### src/rtl/alu_exec_unit.sv
// Integer execution unit: computes one issued ALU op per cycle and queues tagged results
// in an in-order FIFO until the CDB arbiter grants a broadcast slot.
module alu_exec_unit #(
  parameter int unsigned DEPTH = 4
) (
  input  logic        clk,
  input  logic        rst,
  input  logic        rdy,
  input  logic        clr,
  input  logic        flag_alu,
  input  logic [5:0]  op_alu,
  input  logic [31:0] rs1_alu,
  input  logic [31:0] rs2_alu,
  input  logic [3:0]  rob_alu,
  input  logic        cdb_grant,
  output logic        alu_full,
  output logic        alu_ans_flag,
  output logic [3:0]  alu_ans_reorder,
  output logic [31:0] alu_ans
);

  localparam int unsigned PtrW = $clog2(DEPTH);
  localparam int unsigned CntW = PtrW + 1;

  logic [31:0]     res;
  logic [31:0]     sum;
  logic [31:0]     val_q [DEPTH];
  logic [3:0]      tag_q [DEPTH];
  logic [PtrW-1:0] head_q, head_d, tail_q, tail_d;
  logic [CntW-1:0] cnt_q, cnt_d;
  logic            flag_q, flag_d;
  logic [31:0]     ans_q, ans_d;
  logic [3:0]      reorder_q, reorder_d;
  logic            do_push, do_pop;

  assign sum = rs1_alu + rs2_alu;

  always_comb begin
    res = '0;
    case (op_alu)
      6'd0:  res = sum;
      6'd1:  res = rs1_alu - rs2_alu;
      6'd2:  res = rs1_alu << rs2_alu[4:0];
      6'd3:  res = {31'd0, $signed(rs1_alu) < $signed(rs2_alu)};
      6'd4:  res = {31'd0, rs1_alu < rs2_alu};
      6'd5:  res = rs1_alu ^ rs2_alu;
      6'd6:  res = rs1_alu >> rs2_alu[4:0];
      6'd7:  res = $signed(rs1_alu) >>> rs2_alu[4:0];
      6'd8:  res = rs1_alu | rs2_alu;
      6'd9:  res = rs1_alu & rs2_alu;
      6'd10: res = {31'd0, rs1_alu == rs2_alu};
      6'd11: res = {31'd0, rs1_alu != rs2_alu};
      6'd12: res = {31'd0, $signed(rs1_alu) < $signed(rs2_alu)};
      6'd13: res = {31'd0, $signed(rs1_alu) >= $signed(rs2_alu)};
      6'd14: res = {31'd0, rs1_alu < rs2_alu};
      6'd15: res = {31'd0, rs1_alu >= rs2_alu};
      6'd16: res = sum & ~32'd1;
      default: res = '0;
    endcase
  end

  // Pop reads pre-edge state, so a same-edge push is never bypassed to the output.
  assign do_pop  = rdy && !clr && cdb_grant && (cnt_q != '0);
  // A push into a completely full FIFO is dropped unless a pop frees the slot this edge.
  assign do_push = rdy && !clr && flag_alu && ((cnt_q != CntW'(DEPTH)) || do_pop);

  always_comb begin
    head_d    = head_q;
    tail_d    = tail_q;
    cnt_d     = cnt_q;
    flag_d    = flag_q;
    ans_d     = ans_q;
    reorder_d = reorder_q;
    if (rdy) begin
      flag_d = 1'b0;
      if (clr) begin
        head_d = '0;
        tail_d = '0;
        cnt_d  = '0;
      end else begin
        if (do_pop) begin
          head_d    = head_q + PtrW'(1);
          flag_d    = 1'b1;
          ans_d     = val_q[head_q];
          reorder_d = tag_q[head_q];
        end
        if (do_push) begin
          tail_d = tail_q + PtrW'(1);
        end
        case ({do_push, do_pop})
          2'b10:   cnt_d = cnt_q + CntW'(1);
          2'b01:   cnt_d = cnt_q - CntW'(1);
          default: cnt_d = cnt_q;
        endcase
      end
    end
  end

  always_ff @(posedge clk) begin
    if (rst) begin
      head_q    <= '0;
      tail_q    <= '0;
      cnt_q     <= '0;
      flag_q    <= 1'b0;
      ans_q     <= '0;
      reorder_q <= '0;
    end else begin
      head_q    <= head_d;
      tail_q    <= tail_d;
      cnt_q     <= cnt_d;
      flag_q    <= flag_d;
      ans_q     <= ans_d;
      reorder_q <= reorder_d;
    end
  end

  always_ff @(posedge clk) begin
    if (!rst && do_push) begin
      val_q[tail_q] <= res;
      tag_q[tail_q] <= rob_alu;
    end
  end

  // One slot stays free for the op already in flight from the RS.
  assign alu_full        = cnt_q >= CntW'(DEPTH - 1);
  assign alu_ans_flag    = flag_q;
  assign alu_ans         = ans_q;
  assign alu_ans_reorder = reorder_q;

endmodule

### config.mk
export PLATFORM = sky130hd
export DESIGN_NAME = alu_exec_unit
export DESIGN_NICKNAME = d
export VERILOG_FILES = /design/src/rtl/alu_exec_unit.sv
export SDC_FILE = /design/constraint.sdc
export NUM_CORES = 1
export LEC_CHECK = 0
export BUFFER_PORTS_ARGS = -buffer_cell sky130_fd_sc_hd__buf_2
export CORE_MARGIN = 4
export CORE_UTILIZATION = 57
export CTS_BUF_LIST = sky130_fd_sc_hd__clkbuf_8
export CTS_CLUSTER_DIAMETER = 120
export DETAILED_ROUTE_END_ITERATION = 8
export PLACE_DENSITY_LB_ADDON = 0.08
export SLEW_MARGIN = 20
export SYNTH_ARGS = -nofsm -noshare
export SYNTH_HDL_FRONTEND = slang
export SYNTH_SLANG_ARGS = --single-unit
### constraint.sdc
create_clock -name clk -period 3.8 [get_ports clk]
set_input_delay 0.38 -clock clk [delete_from_list [all_inputs] [get_ports clk]]
set_output_delay 0.38 -clock clk [all_outputs]
set_load 0.01 [all_outputs]
---- Word level (Yosys, flattened, before mapping) ----
Memory sizes are Yosys's and may differ from the RTL's. A register that Yosys moved wholly into a read port is not among the register bits.
Index checks and enable logic that the tools add are counted.
operators by class
  $add $sub $neg .......................... 6
  shifts and indexed selects .............. 3
  equality and inequality tests ........... 21
  reduce and logical (&&, ||, !) cells .... 20
  multiplexer cells ....................... 11
  bitwise operators ....................... 4
  order comparisons ....................... 5
operators with widths
  cell                  count
  $pmux W32 S15         1
  $ge A32 B32 Y1        2
  $lt A32 B32 Y1        2
  $eq A6 B4 Y1 const B  8
  $add A32 B32 Y32      1
  $and A32 B32 Y32      1
  $eq A32 B32 Y1        1
  $ne A32 B32 Y1        1
  $or A32 B32 Y32       1
  $shl A32 B5 Y32       1
  $shr A32 B5 Y32       1
  $sshr A32 B5 Y32      1
  $sub A32 B32 Y32      1
  $xor A32 B32 Y32      1
  $eq A6 B3 Y1 const B  4
  $eq A6 B2 Y1 const B  2
  $mux W2               4
  $eq A6 B1 Y1 const B  1
  $eq A6 B5 Y1 const B  1
  $logic_and A1 B1 Y1   6
  $logic_not A6 Y1      1
  $pmux W3 S2           1
  $reduce_and A2 Y1     3
  $reduce_bool A3 Y1    2
  other kinds (15)      22
storage, ports and cells
  output and inout bits ................... 38
  RAM bits ................................ 144
  bits in registers ....................... 8
  memories ................................ 2
memories
  memory  words  bits a word  rd ports  clocked after memory_dff  wr ports  RTL line  text
  val_q   4      32           1         1                         1         27        logic [31:0] val_q [DEPTH];
  tag_q   4      4            1         1                         1         28        logic [3:0] tag_q [DEPTH];

---- Longest topological paths before layout ----
Gate-level depths: netlist of run 1.
  word-level depth ........................ 9
  gate-level depth with buffers ........... 14
  mapped depth without buffers ............ 12

---- Worst setup path before layout of run 1 ----
OpenSTA, ideal clock, no wires.
  kind .................................... input to register
  start ................................... in rs2_alu[1]
  end ..................................... mem val_q[0][0], data pin
  library setup time ...................... 291 ps
  required time ........................... 3509 ps
  cell stages on the path ................. 13
  slack ................................... -174 ps
  arrival ................................. 3684 ps
  path buffers ............................ 3
  cells stage by stage .................... buf_2 > inv_2 > buf_1 > buf_1 > ha_1 > nor4_1 > nand4_1 > or4_1 > xnor2_1 > and3_1 > or4_1 > a221oi_1 > o211ai_1
between the ends
  word-level cells in the longest chain between the ends .. 2
  elaborated cells on any way between the ends .. 10
  those cells by class .................... order compare: 4; eq/ne: 2; shift: 3; mux: 1
RTL lines
  element                                       RTL line  text
  start: declaration                            13        input logic [31:0] rs2_alu,
  $ge A32 B32 Y1, or another cell as far along  56        6'd15: res = {31'd0, rs1_alu >= rs2_alu};
  $pmux W32 S15 (*)                             40        case (op_alu)
  named net res[0]                              25        logic [31:0] res;
  end: declaration                              27
The timed path passes the listed nets; every way through them passes the cells marked *.

---- Worst setup path after layout of run 1 ----
  start ................................... in rs1_alu[29]
  end ..................................... mem val_q[0][0], data pin
between the ends
  word-level cells in the longest chain between the ends .. 2
  elaborated cells on any way between the ends .. 10
  those cells by class .................... order compare: 4; eq/ne: 2; shift: 3; mux: 1
RTL lines
  element                                       RTL line  text
  start: declaration                            12        input logic [31:0] rs1_alu,
  $ge A32 B32 Y1, or another cell as far along  56
  $pmux W32 S15 (*)                             40
  named net res[0]                              25
Marked as above.

==> results.md, run 1 <==
- Status: complete, no violations
- Final hold violation count: 0
- Post-CTS Setup Repair Bufs: 0
- Maximum capacitance violations: 0
- RSZ-0062 raised after global routing: no
- Simple-gate share of the synthesized area: 0.1572
- HPWL Detailed: 44180 um
- Worst path arrival time: 3.56 ns
- Fmax: 0.2902 GHz
- Cell Chain, Critical Path: buf_2, inv_1, ha_1, nor4_1, buf_4, nand4b_1, or4_1, xnor2_1, and3_1, or4_1, a221oi_1, o211ai_1
- Synth Area per Inst: 9.238 um2
- Util after Layout: 0.6504
- Relative slew slack: 0.3329
- Synth Area in Compound Gates: 0.2114
- Row count: 61
- Asr flop ratio synth: 0
- Inserted Clock Buffers: 17
- Diode count: 0
- Post-layout minimum cycle time: 3.446 ns
- Largest area contributor in the netlist: edfxtp_1
- Tot Pwr: 0.005047 W
- Vias in the first global route: 14820
- I/O pin cnt: 118
- Nature of the critical path startpoint: primary input
- Num Clock Sinks: 188
- Synth top area share: 0.2690
- Adder-Cell Fraction of Synth Area: 0.08235
- Crit share post-route: 0.9069
- Antenna violations before repair: 1
- Buf+Inv Stages, Crit Path: 3
- Final global-route overflow total: 0
- Mux share of post-synthesis cell area: 0.1588
- Most used cell along the critical path: or4_1
- CP delay by family, top: simple AND/OR/NAND/NOR gates
- Hold_ws: 0.1488 ns
- Largest net degree at the start of global routing: 78
- YS warnings: 0
- Flops & latches, synth: 188
- Nets: 2069
- Pre-Repair DR Iteration Count: 6
- Critical Path Fanout Max: 10
- Iter 0 DRT Violations: 2325
- EDFF count, synth: 144
- First-pass GRT wire length: 87200 um
- Height of the die: 175.9 um
- DR WL/cell: 25.01 um
- WL final: 56920 um
- GPL Wtd Cong: 1.100
- CP max stage delay: 0.59 ns
- Final Skew: 0.01696 ns
- Layout Cells excl Fill: 2276
- Worst EP required: 3.92 ns
- Sequential fraction of the synthesis area: 0.3238
- CP max-delay cell: or4_1
- Buffers on Ports: 117
- Final Setup Violations: 0
- Post-Syn Nets: 1924
- HP Class: primary input to flop
- Total track usage: 0.3632
- Synth area leaders: edfxtp_1 (27%), mux4_2 (9.9%), ha_1 (7.9%)
- Crit path kind: primary input to flop
- Htree depth: 4
- Quantity of hold-fixing buffers added after cts: 0
- Core area: 27780 um2
- Synthesized cell area: 16070 um2
- Predominant post-synthesis flop cell: edfxtp_1
- Post-CTS sizing: 0
- Dpl cells: 2244
- Static Leak: 7.119 nW
- Fill cells: 2388
- Max IR drop VDD: 0.2067 mV
- Worst-Margin Slew: 1.001 ns
- Distinct cells, synth: 86
- Clock Path Buffers: 2
- Max Slew Vio Count: 0
- Horiz. Die Dim: 175.9 um
- Post-Synth XOR/XNOR Area: 0.007628
- Layout cells sized above 1: 0.2176
- Vias/cell: 6.736
- Cells after synthesis: 1740
- CTS root buf: clkbuf_8
- Layout area overhead: 12.41%
- Via count: 15330
- Crit end category: flop
- Main combinational cell family by area after synthesis: compound AO/OA/AOI/OAI gates
- Post-route DRC: 0
- Clock Latency Late Sink: 0.44 ns
- DIE AREA: 30950 um2
- Final ANT Viol Nets: 0
- Clock slew at reported path FFs: 0.10 ns
- CTS tree: done
- Initial Utilization: 0.5786
- Pwr Density: 279.3 nW/um2
[cell usage in the layout (no fill, tap or decap), types with 22 or more instances in the layout]
cell      netlist  routed
nor3_1         36      36
mux2i_1        48      48
a21oi_1       151     151
a211oi_1       22      22
o211ai_1       29      29
buf_2          26     116
dfxtp_1        44      42
o21ai_0       100     100
inv_1          95      96
nand2_1       205     205
ha_1          101     101
mux4_2         71      71
nand3_1        36      36
nor2_1        139     139
buf_4           4     131
edfxtp_1      144     144
a221oi_1       25      25
[power breakdown]
part	total, W	switching (W)	internal (W)
sequential	0.00225	0.00000609	0.00225
combinational	0.00157	0.000980	0.000591
clock	0.00122	0.000733	0.000489
[kinds of logic (layout without fill, tap and decap cells)]
kind of cell | Yosys count | in the layout
xor gates and xnor gates | 14 | 14
and+or+nand+nor | 545 | 545
AOI/OAI and AO/OA | 515 | 515
buffers and inverters | 225 | 383
DFF | 188 | 188
muxes | 149 | 149
adders and majority gates | 104 | 104
[through the flow]
stage	worst slack, ns	setup TNS [ns]	instance area [um2]
floorplan	0.03803	0	16080
global placement	0.05689	0	17690
detailed placement	-0.007907	-0.03155	17690
CTS	0.4482	0	18070
global route	0.1440	0	18070
finish	0.3539	0	18070
[sequential cells by signal, indices dropped and copies added, names as in the netlist]
signal           count
alu_ans_reorder      4
alu_ans             32
val_q              128
cnt_q                3
alu_ans_flag         1
tail_q               2
tag_q               16
head_q               2
[worst reg2reg max path: stages (launching register included)]
cell and delay [ns]:
dfxtp_1 0.38, o31a_1 0.36, nand2_1 0.10, nor2_1 0.07, fa_1 0.37, xor2_1 0.19, or4b_2 0.59, a21oi_1 0.14
[per-layer routing]
metal,share of wire,GRT usage,up-vias
met1,0.40,0.5065,7401
li1,-,-,6865
met4,0.047,0.1543,0
met2,0.46,0.5715,904
met3,0.094,0.05375,161
met5,0,0,-
[path summary, 6_finish.rpt]
kind | cells past startpoint | endpoint | slack, ns | start
max | 12 | val_q[0][0] | 0.35 | rs1_alu[29]
max reg2reg | 7 | cnt_q[2] | 1.52 | cnt_q[0]
min reg2reg | 2 | alu_ans[16] | 0.46 | alu_ans[16]
min | 1 | tag_q[1][0] | 0.15 | rob_alu[0]
[cell usage after synthesis (16+ instances only)]
master and count:
mux2i_1 48, edfxtp_1 144, mux4_2 71, a221oi_1 25, nor2_1 139, o211ai_1 29, a21oi_1 151, dfxtp_1 44
buf_1 20, o21ai_0 100, ha_1 101, mux2_2 21, nand3_1 36, clkbuf_1 72, inv_1 95, nor2b_1 20
nand2_1 205, o22ai_1 16, nand4_1 17, buf_2 26, o2111ai_1 17, a211oi_1 22, nor3_1 36
[layout make-up]
| type | count | area, um2 | area share |
|---|---|---|---|
| sequential | 188 | 5207 | 0.2882 |
| clock buffer | 17 | 234.0 | 0.01295 |
| clock inverter | 15 | 148.9 | 0.008240 |
| multi-input combinational | 1327 | 9937 | 0.5500 |
| inverter | 97 | 364.1 | 0.02015 |
| timing repair buffer | 254 | 1704 | 0.09431 |
| tap | 378 | 473.0 | 0.02618 |
Note: power is estimated with default switching activity, not from simulation.
==> run 2, diff against run 1 <==
--- a/config.mk
+++ b/config.mk
@@ -7,7 +7,7 @@
 export LEC_CHECK = 0
 export BUFFER_PORTS_ARGS = -buffer_cell sky130_fd_sc_hd__buf_2
 export CORE_MARGIN = 4
-export CORE_UTILIZATION = 57
+export CORE_UTILIZATION = 35
 export CTS_BUF_LIST = sky130_fd_sc_hd__clkbuf_8
 export CTS_CLUSTER_DIAMETER = 120
 export DETAILED_ROUTE_END_ITERATION = 8
==> results.md, run 2 (synthesis gave the netlist of run 1 again) <==
- Hold Path Stages: 1 (unchanged)
- DP Worst Slack: -0.1146 ns (-0.1066 ns)
- Worst-Margin Slew: 1.087 ns (+0.08631 ns)
- Capture point of the worst reg-to-reg path: cnt_q[2]
- Most frequent cells in the layout: nand2_1 (205), buf_4 (155), a21oi_1 (151)
- Reg2Reg Depth: 7 (unchanged)
- Clock Path Buffers: 2 (unchanged)
- Post-layout minimum cycle time: 3.579 ns (+0.1329 ns)
- Design Area, Final: 18570 um2 (+2.8%)
- Min-delay src: rob_alu[2]
- Pre-Repair DR Iteration Count: 6 (unchanged)
- Most flops, register: val_q
- Final global-route overflow total: 0 (unchanged)
- Clock Latency Late Sink: 0.46 ns (+0.02 ns)
- Status: complete, no violations
- Vias in the first global route: 14770 (-0.35%)
- Pwr Density: 284.1 nW/um2 (+1.7%)
- Row count: 78 (+28%)
- Final ANT Viol Nets: 0 (unchanged)
- Worst EP required: 3.94 ns (+0.02 ns)
- Nets: 2093 (+1.2%)
- Worst path arrival time: 3.71 ns (+0.15 ns)
- Total track usage: 0.2551 (-0.1081)
- Most common cell after layout, fill and taps aside: nand2_1
- Worst r2r src: cnt_q[0]
- Post-CTS sizing: 0 (unchanged)
- Initial Utilization: 0.3542 (-0.2244)
- DR WL/cell: 26.05 um (+4.2%)
- Final Setup Violations: 0 (unchanged)
- WL final: 65730 um (+15%)
- Post-route DRC: 0 (unchanged)
- Crit end category: flop
- Height of the die: 222.3 um (+26%)
- Clock slew at reported path FFs: 0.09 ns (about the same)
- Buffers on Ports: 117 (unchanged)
- Antenna violations before repair: 4 (+3)
- Static Leak: 7.279 nW (+2.2%)
- HP Class: primary input to flop
- Num Clock Sinks: 188 (unchanged)
- First-pass GRT wire length: 96570 um (+11%)
- Storage element area: 5207 um2 (unchanged)
- Htree depth: 4 (unchanged)
- Max IR drop VDD: 0.2033 mV (-1.7%)
- Nature of the critical path startpoint: primary input
- Core area: 45380 um2 (+63%)
- Hold_ws: 0.1372 ns (-0.01159 ns)
- Quantity of hold-fixing buffers added after cts: 0 (unchanged)
- Largest register FFs: 128 (unchanged)
- Layout cells sized above 1: 0.2248 (+0.007168)
- Post-CTS Setup Repair Bufs: 0 (unchanged)
- Setup tns final: 0 ns (unchanged)
- Hold path endpoint: tag_q[1][2]
- Via count: 15200 (-0.85%)
- I/O pin cnt: 118 (unchanged)
- Layout area overhead: 15.53%
- Vias/cell: 6.025 (-11%)
- Final Skew: 0.01206 ns (-0.004900 ns)
- Relative slew slack: 0.2753 (-0.05754)
- Largest net degree at the start of global routing: 73 (-6.4%)
- CTS root buf: clkbuf_8
- Setup ws final: 0.2210 ns (-0.1329 ns)
- Multi-input gate area: 9937 um2 (unchanged)
- Max Slew Vio Count: 0 (unchanged)
- Critical Path Fanout Max: 4 (-6)
- Reg2reg setup slack: 1.52 ns (about the same)
- Maximum capacitance violations: 0 (unchanged)
- Fill cells: 4631 (+94%)
- CTS tree: done
- Iter 0 DRT Violations: 1354 (-42%)
- Horiz. Die Dim: 222.3 um (+26%)
- Final hold violation count: 0 (unchanged)
- Inserted Clock Buffers: 17 (unchanged)
- Area post-placement: 18140 um2 (+2.6%)
- DIE AREA: 49420 um2 (+60%)
- Crit share post-route: 0.9419 (+0.03497)
- GPL Wtd Cong: 1.005 (-8.6%)
- Crit path kind: primary input to flop
- RSZ-0062 raised after global routing: no
- HPWL Detailed: 51570 um (+17%)
- Fmax: 0.2794 GHz (-3.7%)
[run 2: cell types whose count changed in the layout (fill, tap and decap cells not counted), moves of 2 or more]
cell,previous run,this run
buf_4,131,155
clkbuf_8,17,19
bufinv_16,0,4
clkinv_8,2,0
clkinv_4,4,1
inv_1,96,101
inv_8,3,0
inv_6,5,0
[run 2: worst max-delay path by stage]
stage | slack (ns) | end | cells past startpoint | startpoint
floorplan | 0.04 | val_q[0][0] | 14 | rs2_alu[3]
global placement | 0.008 | val_q[0][0] | 12 | rs1_alu[28]
detailed placement | -0.11 | val_q[2][0] | 12 | rs2_alu[28]
CTS | 0.38 | val_q[2][0] | 12 | rs1_alu[28]
global route | 0.15 | val_q[2][0] | 12 | rs2_alu[28]
finish | 0.22 | val_q[1][0] | 12 | rs1_alu[28]
[run 2: stage by stage]
step | power, W | utilization | std cells
floorplan | 0.003245 | - | 1740
global placement | 0.003896 | 0.3998 | 2490
detailed placement | 0.003898 | 0.3998 | 2490
CTS | 0.005288 | 0.4092 | 2522
global route | 0.005526 | 0.4092 | 2523
finish | 0.005275 | 0.4092 | 2523
[run 2: final cells by class]
class / count / share of cell area
antenna: 1 / 0.0001348
clock buffer: 19 / 0.01408
clock inverter: 13 / 0.008759
inverter: 97 / 0.01961
multi-input combinational: 1327 / 0.5351
sequential: 188 / 0.2804
tap: 600 / 0.04043
timing repair buffer: 278 / 0.1015
[run 2: report_power, final]
group / switching (W) / total, W / internal (W)
combinational: 0.00103 / 0.00164 / 0.000607
sequential: 0.00000648 / 0.00225 / 0.00225
clock: 0.000645 / 0.00138 / 0.000738
total: 0.00168 / 0.00527 / 0.00359
[run 2: worst max-delay path, stage by stage]
cell      delay, ns
buf_2          0.09
inv_1          0.04
ha_1           0.31
nor4_1         0.44
buf_4          0.22
nand4b_1       0.23
or4_1          0.60
xnor2_1        0.17
and3_1         0.19
or4_1          0.53
a221oi_1       0.25
o211ai_1       0.27
[run 2: metal layers]
metal	routed length [um]	vias to the layer above	global-route usage
met5	17	-	0
met4	2653	2	0.09524
met3	3665	135	0.02682
met2	30580	616	0.4186
met1	28810	7526	0.3499
li1	-	6922	-
==> run 3, diff against run 2 <==
==> constraint.sdc (replaced) <==
create_clock -name clk -period 4.53 [get_ports clk]
set_input_delay 0.453 -clock clk [delete_from_list [all_inputs] [get_ports clk]]
set_output_delay 0.453 -clock clk [all_outputs]
set_load 0.01 [all_outputs]
==> results.md, run 3 (synthesis gave the netlist of run 1 again) <==
- Via count: 14750 (-3.0%)
- Setup tns final: 0 ns (unchanged)
- Setup ws final: 0.7656 ns (+0.5446 ns)
- Vias/cell: 6.031 (+0.10%)
- Final hold violation count: 0 (unchanged)
- Max IR drop VDD: 0.1787 mV (-12%)
- RSZ-0062 raised after global routing: no
- Pre-Repair DR Iteration Count: 5 (-1)
- Layout cells sized above 1: 0.1953 (-0.02943)
- Hold_ws: 0.2070 ns (+0.06978 ns)
- Most flops, register: val_q
- Largest net degree at the start of global routing: 70 (-4.1%)
- Height of the die: 222.3 um (unchanged)
- Design Area, Final: 17950 um2 (-3.4%)
- Iter 0 DRT Violations: 1354 (unchanged)
- Crit path kind: primary input to flop
- Post-route DRC: 0 (unchanged)
- Post-CTS sizing: 0 (unchanged)
- Clock Path Buffers: 2 (unchanged)
- Clock Latency Late Sink: 0.46 ns (about the same)
- HPWL Detailed: 49690 um (-3.6%)
- Fmax: 0.2656 GHz
- Nets: 2014 (-3.8%)
- Worst path arrival time: 3.90 ns (+0.19 ns)
- DR WL/cell: 26.25 um (+0.78%)
- Total track usage: 0.2514 (-0.003714)
- Layout area overhead: 11.64%
- Initial Utilization: 0.3542 (unchanged)
- CTS tree: done
- Final Skew: 0.01332 ns (+0.001259 ns)
- Quantity of hold-fixing buffers added after cts: 0 (unchanged)
- Nature of the critical path startpoint: primary input
- Static Leak: 6.858 nW (-5.8%)
- DP Worst Slack: 0.3004 ns (+0.4150 ns)
- Buffers on Ports: 117 (unchanged)
- Util after Layout: 0.3955 (-0.01376)
- Final global-route overflow total: 0 (unchanged)
- Num Clock Sinks: 188 (unchanged)
- Fill cells: 4683 (+1.1%)
- Pwr Density: 242.9 nW/um2 (-14%)
- Most frequent cells in the layout: nand2_1 (205), a21oi_1 (151), edfxtp_1 (144)
- Most used cell along the critical path: or4_1
- Worst EP required: 4.66 ns (+0.72 ns)
- Row count: 78 (unchanged)
- Antenna violations before repair: 2 (-2)
- Status: complete, no violations
- Final ANT Viol Nets: 0 (unchanged)
- CP max-delay cell: nor4_1
- Post-CTS Setup Repair Bufs: 0 (unchanged)
- Critical Path Fanout Max: 11 (+7)
- Clock slew at reported path FFs: 0.10 ns (about the same)
- Relative slew slack: 0.2796 (+0.004244)
- Post-layout minimum cycle time: 3.764 ns
- Crit end category: flop
- Horiz. Die Dim: 222.3 um (unchanged)
- Largest register FFs: 128 (unchanged)
- Final Setup Violations: 0 (unchanged)
- Inserted Clock Buffers: 17 (unchanged)
- DIE AREA: 49420 um2 (unchanged)
- Worst-Margin Slew: 1.081 ns (-0.006366 ns)
- CP max stage delay: 0.60 ns (about the same)
- Max Slew Vio Count: 0 (unchanged)
- Most common cell after layout, fill and taps aside: nand2_1
- Maximum capacitance violations: 0 (unchanged)
- Core area: 45380 um2 (unchanged)
- I/O pin cnt: 118 (unchanged)
- Htree depth: 4 (unchanged)
- Crit share post-route: 0.8310
- Vias in the first global route: 14600 (-1.1%)
- Cell Chain, Critical Path: buf_2, inv_1, ha_1, nor4_1, nand4_1, or4_1, xnor2_1, and3_1, or4_1, a221oi_1, o211ai_1
- Area post-placement: 17510 um2 (-3.5%)
- GPL Wtd Cong: 0.9733 (-3.2%)
- First-pass GRT wire length: 95020 um (-1.6%)
- WL final: 64220 um (-2.3%)
- HP Class: primary input to flop
- CTS root buf: clkbuf_8
[run 3: cell types whose count changed in the layout (fill, tap and decap cells not counted), moves of 2 or more]
| cell | previous run | this run |
|---|---|---|
| buf_4 | 155 | 80 |
| inv_1 | 101 | 95 |
| inv_6 | 0 | 5 |
| buf_12 | 7 | 3 |
| diode_2 | 1 | 3 |
[run 3: cell type report]
| type | count | area (um2) | share of cell area |
|---|---|---|---|
| antenna | 3 | 7.507 | 0.0004183 |
| clock buffer | 18 | 247.7 | 0.01380 |
| clock inverter | 14 | 183.9 | 0.01025 |
| inverter | 97 | 364.1 | 0.02029 |
| multi-input combinational | 1327 | 9943 | 0.5541 |
| sequential | 188 | 5207 | 0.2902 |
| tap | 600 | 750.7 | 0.04183 |
| timing repair buffer | 199 | 1241 | 0.06916 |
[run 3: where the power goes]
group	internal [W]	switching (W)	total, W
registers	0.00189	0.00000488	0.00189
clock network	0.000574	0.000604	0.00118
logic	0.000453	0.000838	0.00129
[run 3: stage by stage]
stage | power [W] | cells
3_3_place_gp | 0.003198 | 2411
5_1_grt | 0.004567 | 2444
4_1_cts | 0.004381 | 2443
3_5_place_dp | 0.003193 | 2411
2_1_floorplan | 0.002722 | 1740
6_report | 0.004360 | 2446
[run 3: final timing paths]
path / startpoint / to / slack [ns] / cells past startpoint
max: rs1_alu[5] / val_q[0][0] / 0.77 / 11
min: rob_alu[2] / tag_q[0][2] / 0.21 / 1
max reg2reg: cnt_q[0] / cnt_q[2] / 2.24 / 7
min reg2reg: alu_ans_reorder[0] / alu_ans_reorder[0] / 0.46 / 2
[run 3: routing by layer]
metal | global-route usage | vias up | routed length [um]
met5 | 0 | - | 0
met4 | 0.1010 | 0 | 2648
met3 | 0.02774 | 113 | 3745
met2 | 0.4100 | 609 | 30190
met1 | 0.3432 | 7277 | 27640
li1 | - | 6753 | -
[run 3: critical path: cells and delay by family]
family | cells | cell delay [ns]
and+or+nand+nor | 5 | 2.09
AOI/OAI and AO/OA | 2 | 0.53
adders and majority gates | 1 | 0.43
buffers and inverters | 2 | 0.23
xor gates and xnor gates | 1 | 0.16
